===== config.mk =====
export PLATFORM = sky130hd
export DESIGN_NAME = data_memory_port_flat
export DESIGN_NICKNAME = d
export VERILOG_FILES = /design/src/rtl/data_memory_port_if.sv /design/src/rtl/data_memory_port.sv /design/src/flat_wrapper.sv
export SDC_FILE = /design/constraint.sdc
export NUM_CORES = 1
export LEC_CHECK = 0
export CORE_AREA = 2 2 58 60
export CTS_CLUSTER_SIZE = 28
export DETAILED_ROUTE_END_ITERATION = 7
export DIE_AREA = 0 0 60 62
export PLACE_DENSITY = 0.76
export SYNTH_ARGS = -nofsm -noshare
export SYNTH_HDL_FRONTEND = slang
export SYNTH_SLANG_ARGS = --single-unit

===== constraint.sdc =====
create_clock -name clk -period 1.7 [get_ports clk]
set_input_delay 0.34 -clock clk [delete_from_list [all_inputs] [get_ports clk]]
set_output_delay 0.34 -clock clk [all_outputs]
set_load 0.03 [all_outputs]

===== src/rtl/data_memory_port_if.sv =====
// CPU-side request/response bus of the data memory port.
interface data_memory_port_if #(
    parameter int unsigned MEMORY_BITS = 8
);
    logic                   req_valid;
    logic                   req_ready;
    logic                   req_write;
    logic [MEMORY_BITS-1:0] req_addr;
    logic [MEMORY_BITS-1:0] req_wdata;
    logic                   resp_valid;
    logic                   resp_ready;
    logic                   resp_write;
    logic [MEMORY_BITS-1:0] resp_rdata;

    // CPU execute stage side
    modport master (
        output req_valid, req_write, req_addr, req_wdata, resp_ready,
        input  req_ready, resp_valid, resp_write, resp_rdata
    );

    // Access controller side
    modport slave (
        input  req_valid, req_write, req_addr, req_wdata, resp_ready,
        output req_ready, resp_valid, resp_write, resp_rdata
    );
endinterface


===== src/rtl/data_memory_port.sv =====
// Load/store sequencer between the CPU and a single-port data memory that writes on
// posedge and latches read data on negedge while write enable is low.
module data_memory_port #(
    parameter int unsigned MEMORY_BITS = 8
) (
    input  logic                   clk,
    input  logic                   rst,
    data_memory_port_if.slave      bus,
    output logic                   mem_write_enable,
    output logic [MEMORY_BITS-1:0] mem_address,
    output logic [MEMORY_BITS-1:0] mem_data_in,
    input  logic [MEMORY_BITS-1:0] mem_data_out
);
    typedef enum logic [1:0] {StIdle, StWrite, StRead, StResp} state_e;

    state_e                 state_q, state_d;
    logic                   mem_we_q, mem_we_d;
    logic [MEMORY_BITS-1:0] mem_addr_q, mem_addr_d;
    logic [MEMORY_BITS-1:0] mem_din_q, mem_din_d;
    logic                   resp_valid_q, resp_valid_d;
    logic                   resp_write_q, resp_write_d;
    logic [MEMORY_BITS-1:0] resp_rdata_q, resp_rdata_d;
    logic                   req_ready;
    logic                   accept;

    assign req_ready = (state_q == StIdle) && !rst;
    assign accept    = bus.req_valid && req_ready;

    // State and registered outputs, synchronous reset
    always_ff @(posedge clk) begin
        if (rst) begin
            state_q      <= StIdle;
            mem_we_q     <= 1'b0;
            mem_addr_q   <= '0;
            mem_din_q    <= '0;
            resp_valid_q <= 1'b0;
            resp_write_q <= 1'b0;
            resp_rdata_q <= '0;
        end else begin
            state_q      <= state_d;
            mem_we_q     <= mem_we_d;
            mem_addr_q   <= mem_addr_d;
            mem_din_q    <= mem_din_d;
            resp_valid_q <= resp_valid_d;
            resp_write_q <= resp_write_d;
            resp_rdata_q <= resp_rdata_d;
        end
    end

    // Next-state: accept -> one memory cycle -> hold response until consumed
    always_comb begin
        state_d = state_q;
        unique case (state_q)
            StIdle:  if (accept) state_d = bus.req_write ? StWrite : StRead;
            StWrite: state_d = StResp;
            StRead:  state_d = StResp;
            StResp:  if (resp_valid_q && bus.resp_ready) state_d = StIdle;
            default: state_d = StIdle;
        endcase
    end

    // Output next values; everything holds unless the current state updates it
    always_comb begin
        mem_we_d     = mem_we_q;
        mem_addr_d   = mem_addr_q;
        mem_din_d    = mem_din_q;
        resp_valid_d = resp_valid_q;
        resp_write_d = resp_write_q;
        resp_rdata_d = resp_rdata_q;
        unique case (state_q)
            StIdle: begin
                if (accept) begin
                    mem_addr_d = bus.req_addr;
                    if (bus.req_write) begin
                        mem_din_d = bus.req_wdata;
                        mem_we_d  = 1'b1;
                    end else begin
                        mem_we_d  = 1'b0;
                    end
                end
            end
            StWrite: begin
                // Memory commits at this edge; drop enable so it writes exactly once
                mem_we_d     = 1'b0;
                resp_valid_d = 1'b1;
                resp_write_d = 1'b1;
                resp_rdata_d = '0;
            end
            StRead: begin
                // mem_data_out was latched by the memory at the mid-cycle negedge
                resp_rdata_d = mem_data_out;
                resp_valid_d = 1'b1;
                resp_write_d = 1'b0;
            end
            StResp: begin
                if (resp_valid_q && bus.resp_ready) resp_valid_d = 1'b0;
            end
            default: begin
                mem_we_d = 1'b0;
            end
        endcase
    end

    assign bus.req_ready  = req_ready;
    assign bus.resp_valid = resp_valid_q;
    assign bus.resp_write = resp_write_q;
    assign bus.resp_rdata = resp_rdata_q;

    assign mem_write_enable = mem_we_q;
    assign mem_address      = mem_addr_q;
    assign mem_data_in      = mem_din_q;
endmodule

===== src/flat_wrapper.sv =====
// flat-port wrapper written by rule: the top's interface ports become plain ports
module data_memory_port_flat 
#(
    parameter int unsigned MEMORY_BITS = 8
)
  (clk, rst, mem_write_enable, mem_address, mem_data_in, mem_data_out, bus_req_valid, bus_req_write, bus_req_addr, bus_req_wdata, bus_resp_ready, bus_req_ready, bus_resp_valid, bus_resp_write, bus_resp_rdata);
  data_memory_port_if #(.MEMORY_BITS(MEMORY_BITS)) bus_i ();
  input  logic clk;
  input  logic rst;
  output logic mem_write_enable;
  output logic [MEMORY_BITS-1:0] mem_address;
  output logic [MEMORY_BITS-1:0] mem_data_in;
  input  logic [MEMORY_BITS-1:0] mem_data_out;
  input wire logic [$bits(bus_i.req_valid)-1:0] bus_req_valid;
  input wire logic [$bits(bus_i.req_write)-1:0] bus_req_write;
  input wire logic [$bits(bus_i.req_addr)-1:0] bus_req_addr;
  input wire logic [$bits(bus_i.req_wdata)-1:0] bus_req_wdata;
  input wire logic [$bits(bus_i.resp_ready)-1:0] bus_resp_ready;
  output wire logic [$bits(bus_i.req_ready)-1:0] bus_req_ready;
  output wire logic [$bits(bus_i.resp_valid)-1:0] bus_resp_valid;
  output wire logic [$bits(bus_i.resp_write)-1:0] bus_resp_write;
  output wire logic [$bits(bus_i.resp_rdata)-1:0] bus_resp_rdata;
  assign bus_i.req_valid = bus_req_valid;
  assign bus_i.req_write = bus_req_write;
  assign bus_i.req_addr = bus_req_addr;
  assign bus_i.req_wdata = bus_req_wdata;
  assign bus_i.resp_ready = bus_resp_ready;
  assign bus_req_ready = bus_i.req_ready;
  assign bus_resp_valid = bus_i.resp_valid;
  assign bus_resp_write = bus_i.resp_write;
  assign bus_resp_rdata = bus_i.resp_rdata;
  data_memory_port #(.MEMORY_BITS(MEMORY_BITS)) u_core (.clk(clk), .rst(rst), .bus(bus_i), .mem_write_enable(mem_write_enable), .mem_address(mem_address), .mem_data_in(mem_data_in), .mem_data_out(mem_data_out));
endmodule

# Word-level counts from Yosys, hierarchy flattened
# Cells that the tools add are included.
# totals
in_bits	29
ff_bits	29
output_inout_bits	28
# op_classes
muxes	11
n_reduce_logical	14
n_eq_ne	5
# ops
cell	n
case mux 8 bit (2 select lines)	1
AND reduction 2 bit	4
two-way mux 2 bit	3
case mux 1 bit (2 select lines)	3
case mux 2 bit (3 select lines)	1
nonzero test 2 bit	3
equality test 2 bit (second input constant)	2
!= test 2 x 1 -> 1 bit (second input constant)	2
logical AND 1 bit	3
two-way mux 1 bit	3
AND reduction 3 bit	1
equality test 2 x 1 -> 1 bit (second input constant)	1
logical NOT 2 bit	1
OR reduction 2 bit	1
logical NOT 1 bit	1

# Depth between registers and ports, before layout
# logic_depth
depth_word	5
mapped_depth	6

# Least setup slack after synthesis
# No wires, ideal clock.
# synth_timing
path_type	reg2out
startpoint	register u_core.state_q[0]
endpoint	output port bus_req_ready
path_stages_with_launch	4
required_time_ns	1.360
setup_slack_ns	0.222
arrival_time_ns	1.138
cell_sequence	dfxtp_1 > inv_1 > ha_1 > nor2b_1
# synth_between
elab_chain_len	2
# synth_rtl
element	line_no	rtl
from (decl)	data_memory_port.sv:16	state_e state_q, state_d;
from (signal assigned)	data_memory_port.sv:32	state_q <= StIdle;
from (signal assigned)	data_memory_port.sv:40	state_q <= state_d;
logical NOT 2 bit	data_memory_port.sv:26	assign req_ready = (state_q == StIdle) && !rst;
logical AND 1 bit	data_memory_port.sv:26	
to (decl)	flat_wrapper.sv:19	output wire logic [$bits(bus_i.req_ready)-1:0] bus_req_ready;
# Every way passes these cells.

# Worst setup path after layout
# layout_timing
startpoint	register u_core.mem_din_q[4] (netlist: u_core.mem_data_in[4])
endpoint	output port mem_data_in[4]
# layout_lines
element	line_no	rtl
from (decl)	data_memory_port.sv:19	logic [MEMORY_BITS-1:0] mem_din_q, mem_din_d;
from (signal assigned)	data_memory_port.sv:43	mem_din_q <= mem_din_d;
to (decl)	flat_wrapper.sv:12	output logic [MEMORY_BITS-1:0] mem_data_in;
# No word-level cell between the ends.

==> impl_metrics.json <==
{
  "cp_slowest_stage_delay_ns": 0.67,
  "synth.distinct_cells": 20,
  "die_h_um": 62,
  "slew_headroom": 0.770,
  "fillers": 276,
  "yosysWarnings": 0,
  "antenna_found_initial": 0,
  "synth_top_area_share": 0.493,
  "num_rows": 21,
  "cts_tree": "done",
  "vias_per_cell": 4.64,
  "numPortBuffers": 56,
  "holdBufCountCts": 0,
  "min_path_type": "flip-flop to flip-flop",
  "cts_buffers": 5,
  "firstDrtPassIters": 5,
  "track_usage": 0.174,
  "syn_to_final_growth_pct": 59.9,
  "clkSinkCount": 29,
  "placed_cells": 241,
  "via_count": 1150,
  "syn_area_per_cell_sq_um": 8.29,
  "clock_latency_ns": 0.32,
  "grt_max_degree": 22,
  "overflow": 0,
  "drv_cap": 0,
  "ios": 57,
  "ys_ff_latch": 29,
  "dieArea_sq_mm": 0.00372,
  "rsz0062_at_grt": "no",
  "critPathMaxFanout": 2,
  "ys_seq_area_frac": 0.493,
  "hold_violations": 0,
  "grt_first_pass_wirelength_um": 4690,
  "power_leakage_nw": 1.02,
  "finalSetupTns_ns": 0,
  "crit_required_ns": 1.36,
  "grt_pass1_vias": 1096,
  "gp_congestion": 0.697,
  "nets": 236,
  "syn-instance-count": 142,
  "crit_chain": "clkdlybuf4s50_1",
  "core_area_sq_mm": 0.00318,
  "ff_latch_area_sq_um": 582,
  "instances_no_fill": 248,
  "initial_core_util": 0.370,
  "ir_worst_vdd_mv": 0.654,
  "crit_family": "buffers and inverters",
  "antenna_cells": 0,
  "status": "completed",
  "syn_nets": 176,
  "synthTopCellsByArea": "dfxtp_1, a21oi_1, nand2_1",
  "critPathCaptureType": "output port",
  "crit_path_top_delay_cell": "clkdlybuf4s50_1",
  "tightest_slew_ns": 0.343,
  "startpoint_type": "flip-flop",
  "cts.htree.levels": 2,
  "setup_viol": 0,
  "powerDensity_mw_per_mm2": 1260,
  "critical_path_class": "flip-flop to output port",
  "drtAntennaViolNets": 0,
  "drv_slew": 0,
  "drive_gt1_frac": 0.0792,
  "wirelength_um": 3090,
  "multi_input_area_sq_um": 568,
  "drc_errors": 0,
  "skew_ns": 0.00808,
  "drt_iter0_markers": 22,
  "clk_pin_slew_ns": 0.08,
  "arrival_ns": 1.33,
  "cts-root-buf": "clkbuf_4",
  "path_buf_inv": 1,
  "hpwl_um": 2230,
  "synth_top_area_cell": "dfxtp_1",
  "max_freq_mhz": 598,
  "die_w_um": 60,
  "wl_per_cell_um": 12.5,
  "final.min_clock_period_ns": 1.67,
  "post_cts_buffers": 0,
  "netlist_area_sq_mm": 0.00118,
  "layout_worst_path_cycle_share": 0.984,
  "clk_path_buf_depth": 2
}
[report_power, final]
part | leakage [nW] | internal (mW) | switching [mW]
Clock | 0.0314 | 0.195 | 0.226
Sequential | 0.237 | 0.792 | 0.0710
Combinational | 0.749 | 0.469 | 0.619
Total | 1.02 | 1.46 | 0.916
[path summary, 6_finish.rpt]
path / start / endpoint / slack, ns / depth (start not counted)
worst max-delay path: u_core.mem_data_in[4] / mem_data_in[4] / 0.03 / 1
worst min-delay path: u_core.mem_data_in[2] / u_core.mem_data_in[2] / 0.45 / 2
worst max register to register: u_core.state_q[0] / u_core.state_q[0] / 0.30 / 5
worst min register to register: u_core.mem_data_in[2] / u_core.mem_data_in[2] / 0.45 / 2
[registers in the layout (all words and copies together) (netlist names)]
register                 flops
u_core.state_q               2
u_core.bus.resp_valid        1
u_core.bus.resp_write        1
u_core.mem_data_in           8
u_core.mem_write_enable      1
u_core.bus.resp_rdata        8
u_core.mem_address           8
[cell usage in the layout, fill, tap and decap left out, types with 2 or more instances in the layout]
| master | instances |
|---|---|
| nor2b_1 | 9 |
| nor2_1 | 14 |
| nand2b_1 | 4 |
| inv_2 | 2 |
| ha_1 | 4 |
| and2_1 | 2 |
| dlymetal6s2s_1 | 15 |
| dfxtp_1 | 28 |
| a21oi_1 | 26 |
| nand2_1 | 34 |
| dlygate4sd2_1 | 10 |
| clkdlybuf4s50_1 | 30 |
| buf_4 | 5 |
| mux2i_1 | 2 |
| clkbuf_4 | 5 |
[metrics by stage]
stage	area (sq um)	hold slack (ns)	setup WS, ns	utilization	total power, mW
CTS	1840	0.458	0.00239	0.580	2.39
finish	1880	0.451	0.0274	0.592	2.37
floorplan	1180	0.476	0.222	-	1.54
detailed placement	1790	0.447	-0.0807	0.563	1.95
global route	1880	0.476	0.00738	0.592	2.52
global placement	1790	0.444	-0.0192	0.563	1.90
[synth_stat cells]
master	instances
and4b_1	1
a22oi_2	1
nand3b_1	1
nand4b_1	1
nor2_1	14
clkbuf_1	1
dfxtp_1	29
nand3_1	1
inv_1	2
nor2b_1	9
mux2_1	1
buf_2	6
mux2i_1	2
ha_1	5
nor3_1	1
nand2_1	34
a21oi_1	26
a211o_1	1
nand2b_1	4
and2_1	2
[layout make-up]
cell class	instances	area share
multi-input combinational	104	0.302
sequential	29	0.309
tap	46	0.0306
timing repair buffer	60	0.326
clock buffer	7	0.0292
inverter	2	0.00399
[timing repair]
item                       in CTS  in global routing
setup endpoints to repair      11                 16
hold endpoints to repair        0                  0
gates resized for setup        13                 17
[per-layer routing]
| metal | GRT usage | routed length [um] |
|---|---|---|
| met1 | 0.181 | 1320 |
| met2 | 0.315 | 1500 |
| met5 | 0 | 0 |
| met4 | 0.0698 | 49 |
| met3 | 0.0663 | 217 |
[cells by family (layout without fill, tap and decap cells)]
logic type | Yosys count | after routing | share of synthesized area
simple gates | 68 | 68 | 0.264
fa+ha+maj | 5 | 5 | 0.0531
compound gates | 28 | 28 | 0.129
mux | 3 | 3 | 0.0266
flops | 29 | 29 | 0.493
buf+inv | 9 | 69 | 0.0351
No activity file was read; power rests on OpenSTA's default activity.
